**src/rtl/md_issue_ctrl_pkg.sv**
```systemverilog
`default_nettype none
// ============================================================================
//  Module   : md_issue_ctrl_pkg
//  Purpose  : Shared HiLoOp encodings, shadow-FSM state type and small
//             classification helpers for the multiply/divide issue control.
//  Contents : HILO_W, *_OP encodings (NOP_OP = no HI/LO activity),
//             md_state_e, is_start_op(), is_mul_op()
//  Revision : 1.0  initial release
// ============================================================================
package md_issue_ctrl_pkg;

    localparam int HILO_W = 4;

    typedef logic [HILO_W-1:0] hilo_op_t;

    // HiLoOp encodings as carried down the pipeline. NOP_OP marks any
    // instruction that does not touch the HI/LO unit.
    localparam hilo_op_t NOP_OP   = 4'd0;
    localparam hilo_op_t MULT_OP  = 4'd1;
    localparam hilo_op_t MULTU_OP = 4'd2;
    localparam hilo_op_t DIV_OP   = 4'd3;
    localparam hilo_op_t DIVU_OP  = 4'd4;
    localparam hilo_op_t MFHI_OP  = 4'd5;
    localparam hilo_op_t MFLO_OP  = 4'd6;
    localparam hilo_op_t MTHI_OP  = 4'd7;
    localparam hilo_op_t MTLO_OP  = 4'd8;

    typedef enum logic [0:0] {
        ST_IDLE = 1'b0,
        ST_RUN  = 1'b1
    } md_state_e;

    // Ops that kick off a multi-cycle operation inside the unit.
    function automatic logic is_start_op(input hilo_op_t op);
        return (op == MULT_OP) || (op == MULTU_OP) ||
               (op == DIV_OP)  || (op == DIVU_OP);
    endfunction

    // Distinguishes the short (multiply) window from the long (divide) one.
    function automatic logic is_mul_op(input hilo_op_t op);
        return (op == MULT_OP) || (op == MULTU_OP);
    endfunction

endpackage : md_issue_ctrl_pkg
`default_nettype wire

```
**src/rtl/md_issue_ctrl_shadow_timer.sv**
```systemverilog
`default_nettype none
// ============================================================================
//  Module   : md_shadow_timer
//  Purpose  : Down-counter mirroring the multdiv busy window. Loads a nonzero
//             cycle count on a strobe, decrements on request, saturates at 0.
//  Ports    : clk, reset      clock, synchronous active-high reset
//             load_val_i      value loaded on load_i
//             load_i          load strobe (has priority over decrement)
//             dec_i           decrement request
//             cnt_o           current count
//             busy_o          count is nonzero
//  Revision : 1.0  initial release
// ============================================================================
module md_shadow_timer #(
    parameter int CNT_W = 8
) (
    input  logic             clk,
    input  logic             reset,
    input  logic [CNT_W-1:0] load_val_i,
    input  logic             load_i,
    input  logic             dec_i,
    output logic [CNT_W-1:0] cnt_o,
    output logic             busy_o
);

    logic [CNT_W-1:0] cnt_q;
    logic [CNT_W-1:0] cnt_d;

    // Never wraps: a decrement at zero holds zero.
    always_comb begin
        cnt_d = cnt_q;
        if (load_i) begin
            cnt_d = load_val_i;
        end else if (dec_i && (cnt_q != '0)) begin
            cnt_d = cnt_q - CNT_W'(1);
        end
    end

    always_ff @(posedge clk) begin
        if (reset) begin
            cnt_q <= '0;
        end else begin
            cnt_q <= cnt_d;
        end
    end

    assign cnt_o  = cnt_q;
    assign busy_o = (cnt_q != '0);

endmodule : md_shadow_timer
`default_nettype wire

```
**src/rtl/md_issue_ctrl.sv**
```systemverilog
`default_nettype none
// ============================================================================
//  Module   : md_issue_ctrl
//  Purpose  : E-stage requester for the multiply/divide unit. Forwards the E
//             HiLoOp to multdiv, tracks the unit's busy window with a shadow
//             model, stalls D for HI/LO instructions while an op is in
//             flight, and flags disagreement between unit replies and the
//             shadow model.
//  Ports    : clk, reset      clock, synchronous active-high reset
//             d_hilo_op_i     HiLoOp of instruction in D
//             e_hilo_op_i     HiLoOp of instruction in E
//             e_flush_i       E instruction squashed this cycle
//             md_start_i      unit says E op is a start op
//             md_busy_i       unit busy flag
//             issue_op_o      HiLoOp driven into multdiv
//             stall_d_o       freeze F/D, bubble into E
//             md_pending_o    shadow model has an op in flight
//             proto_err_o     sticky protocol-violation flag
//  Revision : 1.0  initial release
// ============================================================================
module md_issue_ctrl
    import md_issue_ctrl_pkg::*;
#(
    parameter int MUL_CYCLES = 5,
    parameter int DIV_CYCLES = 10,
    parameter int CNT_W      = 8
) (
    input  logic              clk,
    input  logic              reset,
    input  logic [HILO_W-1:0] d_hilo_op_i,
    input  logic [HILO_W-1:0] e_hilo_op_i,
    input  logic              e_flush_i,
    input  logic              md_start_i,
    input  logic              md_busy_i,
    output logic [HILO_W-1:0] issue_op_o,
    output logic              stall_d_o,
    output logic              md_pending_o,
    output logic              proto_err_o
);

    localparam logic [CNT_W-1:0] c_mul_load = CNT_W'(MUL_CYCLES);
    localparam logic [CNT_W-1:0] c_div_load = CNT_W'(DIV_CYCLES);

    md_state_e        state_q;
    logic             proto_err_q;

    logic [CNT_W-1:0] w_cnt;
    logic             w_busy;
    logic             w_start_e;
    logic             w_pending;
    logic             w_last;
    logic             w_load;
    logic             w_dec;
    logic [CNT_W-1:0] w_load_val;
    logic             w_start_mismatch;
    logic             w_busy_mismatch;
    logic             w_start_in_run;

    // A flushed op (or anything during reset) never reaches the unit.
    assign issue_op_o = (reset || e_flush_i) ? NOP_OP : e_hilo_op_i;
    assign w_start_e  = is_start_op(issue_op_o);

    assign w_pending  = (state_q == ST_RUN);
    assign w_last     = (w_cnt == CNT_W'(1));

    // Any start op loads the timer; in RUN this is a restart that mirrors
    // the unit overwriting its own in-flight operation.
    assign w_load     = w_start_e;
    assign w_load_val = is_mul_op(issue_op_o) ? c_mul_load : c_div_load;
    assign w_dec      = w_pending && !w_start_e && w_busy;

    md_shadow_timer #(
        .CNT_W (CNT_W)
    ) u_timer (
        .clk        (clk),
        .reset      (reset),
        .load_val_i (w_load_val),
        .load_i     (w_load),
        .dec_i      (w_dec),
        .cnt_o      (w_cnt),
        .busy_o     (w_busy)
    );

    assign w_start_mismatch = (md_start_i != w_start_e);
    assign w_busy_mismatch  = (md_busy_i  != w_pending);
    assign w_start_in_run   = w_start_e && w_pending;

    // Shadow FSM plus the sticky protocol checker.
    always_ff @(posedge clk) begin
        if (reset) begin
            state_q     <= ST_IDLE;
            proto_err_q <= 1'b0;
        end else begin
            case (state_q)
                ST_IDLE: begin
                    if (w_start_e) begin
                        state_q <= ST_RUN;
                    end
                end
                ST_RUN: begin
                    // The timer-empty term only guards against a desync;
                    // normally the window ends on the last count.
                    if (!w_start_e && (w_last || !w_busy)) begin
                        state_q <= ST_IDLE;
                    end
                end
                default: state_q <= ST_IDLE;
            endcase

            if (w_start_mismatch || w_busy_mismatch || w_start_in_run) begin
                proto_err_q <= 1'b1;
            end
        end
    end

    // Outputs are forced quiet for the whole reset cycle so D is never
    // held by a window that the reset edge is about to cancel.
    assign md_pending_o = w_pending && !reset;
    assign stall_d_o    = !reset && (d_hilo_op_i != NOP_OP) &&
                          (w_start_e || w_pending);
    assign proto_err_o  = proto_err_q;

endmodule : md_issue_ctrl
`default_nettype wire
```
**config.mk**
```make
export PLATFORM = sky130hd
export DESIGN_NAME = md_issue_ctrl
export DESIGN_NICKNAME = d
export VERILOG_FILES = /design/src/rtl/md_issue_ctrl_pkg.sv /design/src/rtl/md_issue_ctrl_shadow_timer.sv /design/src/rtl/md_issue_ctrl.sv
export SDC_FILE = /design/constraint.sdc
export NUM_CORES = 1
export LEC_CHECK = 0
export CAP_MARGIN = 15
export CORE_UTILIZATION = 48
export DETAILED_ROUTE_END_ITERATION = 10
export GPL_TIMING_DRIVEN = 0
export HOLD_SLACK_MARGIN = 0.02
export PLACE_DENSITY = 0.82
export REMOVE_ABC_BUFFERS = 1
export SETUP_SLACK_MARGIN = 0.2
export SLEW_MARGIN = 15
export SYNTH_ARGS = -nofsm -noshare
export SYNTH_HDL_FRONTEND = slang
export SYNTH_SLANG_ARGS = --single-unit
```
**constraint.sdc**
```tcl
create_clock -name clk -period 3.5 [get_ports clk]
set_clock_uncertainty 0.2 [all_clocks]
set_input_delay 0.875 -clock clk [delete_from_list [all_inputs] [get_ports clk]]
set_output_delay 0.875 -clock clk [all_outputs]
set_load 0.03 [all_outputs]
```
# Word-level counts from Yosys, hierarchy flattened
# Cells that the tools add are included.
[word_totals] register_bits=10 output_inout_bits=7 in_bits=13 word_cells=41
[classes] n_mux=7 n_reduce_logical=22 bitwise_logic=1 addsub=1 n_eq_ne=7
[op_table] cell="two-way mux 8 bit" count=2
[op_table] cell="== test 4 x 2 -> 1 bit, second input constant" count=2
[op_table] cell="== test 8 x 1 -> 1 bit, second input constant" count=1
[op_table] cell="logical AND 1 bit" count=8
[op_table] cell="logical OR 1 bit" count=8
[op_table] cell="two-way mux 4 bit" count=2
[op_table] cell="nonzero test 8 bit" count=1
[op_table] cell="subtractor 8 x 1 -> 8 bit, second input constant" count=1
[op_table] cell="== test 4 x 1 -> 1 bit, second input constant" count=1
[op_table] cell="== test 4 x 3 -> 1 bit, second input constant" count=1
[op_table] cell="nonzero test 4 bit" count=1
[op_table] cell="logical NOT 1 bit" count=3
[op_table] cell="two-way mux 1 bit" count=2
[op_table] cell="inequality test 1 bit" count=2
[op_table] cell="one-hot mux 1 bit (2 select lines)" count=1
[op_table] cell="nonzero test 2 bit" count=1
[op_table] cell="inverter 1 bit" count=1

# Depth between registers and ports, before layout
[logic_depth] word_depth=12 depth_mapped=7 mapped_depth_nobuf=6

# By module
# From an unflattened synthesis, not the netlist that was laid out.
[hier_totals] hier_cells=99 area_unflattened_um2=763.2
[modules_own_cells] module="md_shadow_timer" cells_per_inst=67 area_each_um2=533.0 n_inst=1 seq_area_each_um2=160.2
[modules_own_cells] module="md_issue_ctrl" cells_per_inst=32 area_each_um2=230.2 n_inst=1 seq_area_each_um2=40.0

# Worst setup path before layout
# Ideal clock, no wire load.
[synth_timing] path_kind="input -> output" startpoint="input e_flush_i" endpoint="output stall_d_o" t_arrival_ps=2449 path_stages=6 required_time_ps=2425 slack_ps=-24 path_cell_list="nor3_1 and3_1 clkbuf_1 clkbuf_1 nor2_1 nor3_1"
[synth_via] elab_chain_cells=8
[synth_lines] item="start, declared" line="md_issue_ctrl.sv:32" text="input logic e_flush_i,"
[synth_lines] item="logical OR 1 bit *" line="md_issue_ctrl.sv:60" text="assign issue_op_o = (reset || e_flush_i) ? NOP_OP : e_hilo_op_i;"
[synth_lines] item="two-way mux 4 bit *" line="md_issue_ctrl.sv:60"
[synth_lines] item="== test 4 x 1 -> 1 bit or == test 4 x 2 -> 1 bit (tied branches)" line="md_issue_ctrl_pkg.sv:35" text="return (op == MULT_OP) || (op == MULTU_OP) ||"
[synth_lines] item="logical OR 1 bit (2 in series)" line="md_issue_ctrl_pkg.sv:35"
[synth_lines] item="logical OR 1 bit *" line="md_issue_ctrl_pkg.sv:36" text="(op == DIV_OP) || (op == DIVU_OP);"
[synth_lines] item="logical OR 1 bit *" line="md_issue_ctrl.sv:120" text="(w_start_e || w_pending);"
[synth_lines] item="logical AND 1 bit *" line="md_issue_ctrl.sv:119" text="assign stall_d_o = !reset && (d_hilo_op_i != NOP_OP) &&"
[synth_lines] item="end, declared" line="md_issue_ctrl.sv:36" text="output logic stall_d_o,"
# Mark *: on every way between the ends. The rest lies on a longest branch, timed or not.

# Final worst setup path
# Ends and elaborated chain as after synthesis.

==> flow_summary.yaml <==
run_status:
  status: "finished clean"
synthesis:
  yosys-mux-area-fraction_pct: 0
  synth_edf_count: 0
  synth_top_cell_area_share_pct: 29.8
  synth_seq_cells: 10
  syn_area_um2: 672
  synth_top_flop_cell: "dfxtp_1"
  seq_area_frac_synth_pct: 29.8
  synth.area.top_cells: "dfxtp_1 30%, nor3_1 6.7%, xor2_1 6.5%"
  synth_largest_area_cell: "dfxtp_1"
  synthAdderAreaFrac_pct: 5.59
  synth.distinct_cells: 36
  avgSynthCellArea_um2: 8.40
  synthArstFlopShare_pct: 0
  synth_top_family_by_area: "simple AND/OR/NAND/NOR gates"
  synthXorXnorAreaFrac_pct: 7.82
  yosys.area_share.simple_pct: 35.0
  postSynthCellCount: 80
  synth-compound-area-share_pct: 16.6
  yosysWarningCount: 0
sta:
  slew_headroom_pct: 67.3
  period_needed_ns: 3.22
  final_hold_viol_count: 0
  worst_pin_slew_ns: 0.487
  rsz0062_at_grt: "no"
  tns_ns: 0
  finalCritPeriodShare_pct: 92.0
  setup_viol: 0
  fmax_mhz: 310
  drv_slew: 0
clock_network:
  clockBufferDepth: 2
  numCtsBuffers: 3
  cts_sinks: 10
  htree_levels: 1
  cts_tree: "done"
  clockRootBuffer: "clkbuf_4"
  cts_hold_buf: 0
  insertion_delay_ns: 0.26
  clkSlewWorstSetupHoldPaths_ns: 0.07
grt:
  grt_pass1_vias: 552
  antenna_found_initial: 0
  met3_usage_pct: 10.2
  met1_usage_pct: 22.2
  grt_max_degree: 17
  overflow: 0
  use_met2_pct: 41.4
  grt.busiest_layer: "met2"
  grtUsageTotal_pct: 22.0
  grt_first_pass_wirelength_um: 2250
pwr:
  totalPowerFinal_mw: 0.293
  powerDensity_nw_per_um2: 316
  peakVddDrop_mv: 0.286
  p_leak_nw: 0.387
floorplan:
  rows: 13
  die_w_um: 39.4
  ios: 20
  dieArea_um2: 1550
  start_util_pct: 51.6
  die_y_um: 39.4
  core_um2: 1300
hold_path:
  min_path_type: "register to register"
  hold_depth: 2
  worst_hold_startpoint: "u_timer.cnt_o[2]"
  hold_end: "u_timer.cnt_o[2]"
detailed_routing:
  drt-initial-drc-count: 3
  drt_wl_total_um: 1510
  avgRoutedWirePerCell_um: 12.9
  vias_per_cell: 5.68
  drtAntennaViolNets: 0
  vias: 664
  dr.pass1.iters: 3
  drc: 0
setup_path:
  rrSetupSlack_ns: 1.23
  crit_path_end_kind: "primary output"
  worstPathArrival_ns: 2.15
  crit_type: "primary input to primary output"
  worst-path-max-fanout: 5
  r2r_cells: 6
  crit_required_ns: 2.42
  start_kind: "primary input"
  r2r-end: "u_timer.cnt_o[0]"
  timing.rr.start: "u_timer.cnt_o[0]"
layout:
  insertedDiodeCount: 0
  synthToLayoutAreaGrowth_pct: 38.0
  final_cell_count_no_fill: 117
  fill_cells: 124
  fin_nets: 119
  final_cell_mix: "11 x clkdlybuf4s50_1, 10 x dfxtp_1, 8 x nor3_1"
  drive_gt1_share_pct: 17.6
  layout.cells.most_common: "clkdlybuf4s50_1"
placement:
  port_buffers: 19
  hpwl_um: 1110
  globalplace.congestion: 0.722
  post-place-cells: 109
flow_run:
  drv_cap: 0
flip-flops by register name, indices dropped and copies added, names as in the netlist:
register and cells:
state_q 1, u_timer.cnt_o 8, proto_err_o 1
report_power, final:
part	switching [mW]	total, mW	internal [mW]	leakage, nW
sequential	0.00565	0.124	0.118	0.0813
clock	0.0420	0.105	0.0632	0.0210
combinational	0.0316	0.0640	0.0324	0.285
routing by layer:
layer | share of wire (%) | vias to the layer above
met5 | 0 | -
met4 | 0 | 0
met3 | 4.3 | 0
met2 | 52 | 16
met1 | 44 | 310
li1 | - | 338
worst max path at each step:
stage	cells past startpoint	slack, ns	to	start
final	6	0.28	stall_d_o	e_flush_i
after detailed placement	6	-0.96	stall_d_o	reset
after global placement	6	-0.94	stall_d_o	reset
after global routing	6	0.19	stall_d_o	e_flush_i
after floorplan	4	0.20	stall_d_o	e_flush_i
after CTS	6	0.13	stall_d_o	e_hilo_op_i[0]
cell type report:
| class | count | area [µm²] | share of cell area (%) |
|---|---|---|---|
| timing repair buffer | 23 | 210 | 22.7 |
| multi-input combinational | 61 | 447 | 48.2 |
| clock buffer | 4 | 36.3 | 3.91 |
| inverter | 4 | 15.0 | 1.62 |
| sequential | 10 | 200 | 21.6 |
| tap | 15 | 18.8 | 2.02 |
Yosys cell counts (all sizes together), types with 2 or more instances:
master,instances
xor2,5
or3,2
nand4,2
a21oi,2
nor2,6
nor3,9
clkbuf,4
nand2b,2
nand2,2
and2b,2
inv,4
and2,5
dfxtp,10
nor4,2
ha,3
critical path: stages:
cell and delay [ns]:
clkdlybuf4s50_1 0.44, nor3_2 0.22, and3_4 0.24, nor2_1 0.04
nor3_1 0.12, buf_2 0.22
kinds of logic after synthesis:
kind of cell,after synthesis
simple gates,40
buf+inv,9
flops,10
fa+ha+maj,3
xor+xnor,6
compound gates,12
what timing repair did:
item | in CTS | in global routing
endpoints found under the hold margin | 0 | 0
buffers inserted | 0 | 4
setup endpoints to repair | 6 | 2
gates resized for setup | 14 | 4
pin swaps | 1 | 1
metrics by stage:
step | worst slack (ns) | utilization, % | hold slack (ns) | instance area, µm²
2_1_floorplan | 0.197 | - | 0.299 | 652
3_3_place_gp | -0.940 | 66.2 | 0.336 | 861
3_5_place_dp | -0.960 | 66.2 | 0.344 | 861
4_1_cts | 0.129 | 68.8 | 0.361 | 896
5_1_grt | 0.191 | 71.3 | 0.394 | 927
6_report | 0.278 | 71.3 | 0.366 | 927
No activity file was read; power rests on OpenSTA's default activity.
==> edit 1, RTL diff (config.mk and constraints unchanged) <==
`CNT_W` is set to 8 in 2 places; all go to 10.
--- a/src/rtl/md_issue_ctrl_shadow_timer.sv
+++ b/src/rtl/md_issue_ctrl_shadow_timer.sv
@@ -12,7 +12,7 @@
 //  Revision : 1.0  initial release
 // ============================================================================
 module md_shadow_timer #(
-    parameter int CNT_W = 8
+    parameter int CNT_W = 10
 ) (
     input  logic             clk,
     input  logic             reset,
--- a/src/rtl/md_issue_ctrl.sv
+++ b/src/rtl/md_issue_ctrl.sv
@@ -23,7 +23,7 @@
 #(
     parameter int MUL_CYCLES = 5,
     parameter int DIV_CYCLES = 10,
-    parameter int CNT_W      = 8
+    parameter int CNT_W      = 10
 ) (
     input  logic              clk,
     input  logic              reset,
Function: same outputs for any inputs over 10 cycles, from zero or initial values and one cycle with reset high; that may be too few to reach the edited logic, so the function may still have changed.
==> edit 1 against the unedited design <==
Final area rose by 6.2%. Worst setup slack got worse by 40 ps. Register-to-register slack improved by 100 ps. Utilization rose by 0.82 points. Sequential cell count rose by 2. Wire length rose by 8.8%. Synthesized area rose by 9.1%. Total power rose by 10%. Hold slack got worse by 60 ps. Sequential power rose by 19%. Non-clock buffer count fell by 3. Largest power group unchanged.
==> edit 1: results (changes against the unedited design) <==
- Vias in the first global route: 642 (was 552)
- Clk buf depth: 2 (unchanged)
- DR pass1 iterations: 4 (was 3)
- WP data arrival: 2190 ps (was 2150 ps)
- DP Wirelength: 1266 um (was 1105 um)
- Largest net degree at the start of global routing: 13 (was 17)
- Leak: 0.3957 nW (was 0.3871 nW)
- Worst slew pin tran: 554.0 ps (was 486.9 ps)
- CTS Buf Count: 3 (unchanged)
- Routed length per instance: 13.00 um (was 12.86 um)
- Count leader, synth: dfxtp_1 (unchanged)
- Finished Layout Cells: 126 (was 117)
- Initial drt markers: 20 (was 3)
- Initial antenna violation count: 0 (unchanged)
- Share of cells above drive strength 1: 0.1261 (was 0.1765)
- YS warnings: 0 (unchanged)
- Mean Syn Cell Area: 8.057 um2 (was 8.399 um2)
- Crit Path Max Fanout: 5 (unchanged)
- Max FFs per register: 10 (was 8)
- Multiplexer area fraction after synthesis: 0.01365 (was 0)
- Sequential share of the synthesized area: 0.3276 (was 0.2980)
- VDD IR max: 0.2301 mV (was 0.2863 mV)
- Synth cell count leaders: dfxtp_1, nor2_1, nor3_1 (was dfxtp_1, nor3_1, nor2_1)
- Distinct cells, synth: 33 (was 36)
- Clock-pin slew on the worst setup and hold paths: 70 ps (about the same)
- Via count: 736 (was 664)
- Synth Area in Compound Gates: 0.1997 (was 0.1657)
- CTS HTree Levels: 1 (unchanged)
- Final Hold Fails: 0 (unchanged)
- First-pass GRT wire length: 2518 um (was 2249 um)
- Synth Area in XOR/XNOR: 0.02389 (was 0.07821)
- Final layout net count: 128 (was 119)
- Outcome: complete, no violations (unchanged)
- Class of the worst hold path: flip-flop to flip-flop (unchanged)
- Ys async rst share: 0 (unchanged)
- RD Place Congestion: 0.6789 (was 0.7216)
- # placed instances: 121 (was 109)
- Synth Area in Adders: 0.05119 (was 0.05587)
- GR Util All Layers: 0.2260 (was 0.2203)
- # port buffers: 19 (unchanged)
- Area contributors post-synth: dfxtp_1, ha_1, nor2_1, nor3_1, or4_1 (was dfxtp_1, nor3_1, xor2_1, ha_1, and2_1)
- Root buf cell: clkbuf_4 (unchanged)
- Latest clock arrival within the worst-skew pair: 260 ps (about the same)
- Antenna diodes: 0 (unchanged)
[edit 1: path summary, 6_finish.rpt]
kind | start | to | slack [ps] | cells after the start
worst max-delay path | e_hilo_op_i[2] | stall_d_o | 240 | 6
worst max register to register | state_q$_SDFF_PP0_ | u_timer.cnt_o[7]$_SDFFE_PP0P_ | 1330 | 4
worst min-delay path | u_timer.cnt_o[7]$_SDFFE_PP0P_ | u_timer.cnt_o[7]$_SDFFE_PP0P_ | 310 | 2
worst min register to register | u_timer.cnt_o[7]$_SDFFE_PP0P_ | u_timer.cnt_o[7]$_SDFFE_PP0P_ | 310 | 2
[edit 1: worst max-delay path, cell delays in order]
cell and delay (ps):
clkdlybuf4s50_1 440, or3_1 330, and3_4 210, nor2_2 100
nor3_2 50, buf_4 180
[edit 1: kinds of logic after synthesis]
kind of cell               after synthesis
AOI/OAI and AO/OA                       22
xor gates and xnor gates                 2
adders and majority gates                3
buffers and inverters                    7
DFF                                     12
muxes                                    1
and+or+nand+nor                         44
[edit 1: per-layer routing]
layer  part of all wire  vias to the layer above  global-route usage  wire, um
met4              0.016                        0              0.1250        27
met1               0.45                      333              0.2516       732
met5                  0                        -                   0         0
met2               0.48                       24              0.3867       788
met3              0.055                        2             0.05435        90
li1                   -                      377                   -         -
[edit 1: per-stage QoR]
step	worst slack (ps)	cell area [um2]	utilization
final	238.3	984.7	0.7207
after global routing	201.7	984.7	0.7207
after CTS	136.3	959.7	0.7024
after detailed placement	-737.2	927.1	0.6786
after global placement	-643.6	927.1	0.6786
after floorplan	285.7	718.2	-
[edit 1: what timing repair did]
action / 4_1_cts / 5_1_grt
setup endpoints to repair: 6 / 1
pin swaps: 1 / 2
gates resized for setup: 14 / 5
buffers inserted: 0 / 1
[edit 1: layout make-up]
class	count	area, um2
Multi-Input combinational cell	72	484.2
Clock buffer	4	36.28
Sequential cell	12	240.2
Fill cell	121	381.6
Tap cell	15	18.77
Timing Repair Buffer	20	193.9
Inverter	3	11.26
[edit 1: power breakdown]
group	switching [mW]	leakage (nW)	internal, mW
registers	0.00561	0.0976	0.142
clock network	0.0438	0.0210	0.0630
logic	0.0352	0.277	0.0340
total	0.0846	0.396	0.239
==> edit 2, RTL diff (config.mk and constraints unchanged) <==
Made on the original files. Reset style: asynchronous (`reset`), changed in 2 clocked blocks. Comments in the files are not updated.
--- a/src/rtl/md_issue_ctrl_shadow_timer.sv
+++ b/src/rtl/md_issue_ctrl_shadow_timer.sv
@@ -36,7 +36,7 @@
         end
     end
 
-    always_ff @(posedge clk) begin
+    always_ff @(posedge clk or posedge reset) begin
         if (reset) begin
             cnt_q <= '0;
         end else begin
--- a/src/rtl/md_issue_ctrl.sv
+++ b/src/rtl/md_issue_ctrl.sv
@@ -86,7 +86,7 @@
     assign w_start_in_run   = w_start_e && w_pending;
 
     // Shadow FSM plus the sticky protocol checker.
-    always_ff @(posedge clk) begin
+    always_ff @(posedge clk or posedge reset) begin
         if (reset) begin
             state_q     <= ST_IDLE;
             proto_err_q <= 1'b0;
Check against the original RTL: differs if reset is asserted again (counterexample within 4 cycles, from zero or initial values and one cycle with reset high); with reset held inactive, the same outputs for 10 cycles.
==> edit 2 against the unedited design <==
Sequential share of layout area grew 3.6 points. Die area is 11% higher. Critical path depth unchanged. Wire length is 9.0% higher. Non-clock buffer count fell by 3. Worst setup slack improved by 32 ps. Sequential cell count stayed put. Synthesized area grew 12%. Final area is 7.0% higher. Utilization grew 0.51 points. First-iteration DRC count rose to 3.3 times the old value. Critical path type unchanged. Largest cell class unchanged. Highest routed layer is now met4.
Power is not compared: it rests on default switching activity, and its combinational part moved more than twofold at a synthesized area within 25%.
==> edit 2: results (changes against the unedited design) <==
- First-pass GRT wire length: 2822 um (was 2249 um)
- Area contributors post-synth: dfrtp_1, nor2_1, ha_1, o22a_1, xor2_1 (was dfxtp_1, nor3_1, xor2_1, ha_1, and2_1)
- Met2 usage: 0.3125 (was 0.4139)
- Routed length per instance: 13.79 um (was 12.86 um)
- Final layout net count: 121 (was 119)
- Fillers: 108 (was 124)
- Reg2reg setup slack: 1200 ps (was 1230 ps)
- WHS Path Cells: 1 (was 2)
- R2r endpoint: u_timer.cnt_o[0]$_DFFE_PP0P_ (was u_timer.cnt_o[0]$_SDFFE_PP0P_)
- Hold Slack: 269.9 ps (was 365.9 ps)
- Pre-CTS setup slack: -924.2 ps (was -960.4 ps)
- Largest net degree at the start of global routing: 14 (was 17)
- RD Place Congestion: 0.8398 (was 0.7216)
- Outcome: complete, no violations (unchanged)
- Crit Path Max Fanout: 7 (was 5)
- Met1 Use GR: 0.2798 (was 0.2218)
- Hold path endpoint: proto_err_o$_DFFE_PP0P_ (was u_timer.cnt_o[2]$_SDFFE_PP0P_)
- Hold path start: proto_err_o$_DFFE_PP0P_ (was u_timer.cnt_o[2]$_SDFFE_PP0P_)
- Sequential share of the synthesized area: 0.3328 (was 0.2980)
- Crit. Startpoint: e_hilo_op_i[0] (was e_flush_i)
- Delay-heaviest family, CP: simple AND/OR/NAND/NOR gates (was buffers and inverters)
- Final wirelength: 1641 um (was 1505 um)
- Post-DP Area: 928.4 um2 (was 860.8 um2)
- CP max stage cell: or3b_4 (was clkdlybuf4s50_1)
- DP Wirelength: 1225 um (was 1105 um)
- Reg2reg start: u_timer.cnt_o[0]$_DFFE_PP0P_ (was u_timer.cnt_o[0]$_SDFFE_PP0P_)
- Initial drt markers: 10 (was 3)
- Vias in the first global route: 662 (was 552)
- Share of cells above drive strength 1: 0.1250 (was 0.1765)
- Via count: 687 (was 664)
-- edit 2: metal layers --
layer / vias up / part of all wire
met5: - / 0
met4: 0 / 0.010
met3: 4 / 0.049
met2: 20 / 0.48
met1: 317 / 0.46
li1: 346 / -
-- edit 2: worst max path at each step --
stage	end	slack, ps
finish	stall_d_o	310
global route	issue_op_o[2]	230
CTS	stall_d_o	20
detailed placement	stall_d_o	-920
global placement	stall_d_o	-890
floorplan	stall_d_o	-40
-- edit 2: logic make-up (layout without fill, tap and decap cells) --
kind of cell / Yosys count / count (layout) / share of synthesized area
buffers and inverters: 7 / 28 / 0.06322
adders and majority gates: 3 / 3 / 0.04992
and+or+nand+nor: 34 / 34 / 0.2546
DFF: 10 / 10 / 0.3328
muxes: 1 / 1 / 0.01331
xor gates and xnor gates: 6 / 6 / 0.06988
AOI/OAI and AO/OA: 22 / 22 / 0.2163
-- edit 2: worst reg2reg max path: stages (launching register included) --
cell      delay (ps)
dfrtp_1          430
inv_1            130
ha_1             160
or3b_2           500
o21a_1           310
xnor2_1          170
a221oi_1         300
-- edit 2: power by group through the flow --
| stage | Clock [mW] | Combinational, mW | Sequential, mW |
|---|---|---|---|
| floorplan | 0 | 0.237 | 0.215 |
| global placement | 0 | 0.296 | 0.230 |
| detailed placement | 0 | 0.307 | 0.234 |
| CTS | 0.103 | 0.309 | 0.232 |
| global route | 0.110 | 0.345 | 0.241 |
| finish | 0.101 | 0.312 | 0.235 |
-- edit 2: layout make-up --
type	instances	area, um2	area share
well taps	15	18.77	0.01892
inverters	4	15.01	0.01513
multi-input cells	66	480.5	0.4842
clock buffers	4	36.28	0.03657
flip-flops and latches	10	250.2	0.2522
repair buffers	20	191.4	0.1929
-- edit 2: what timing repair did --
| action | CTS | global route |
|---|---|---|
| endpoints found under the setup margin | 5 | 6 |
| gates resized for setup | 15 | 6 |
| setup buffers | 1 | 0 |
| pin swaps | 1 | 1 |
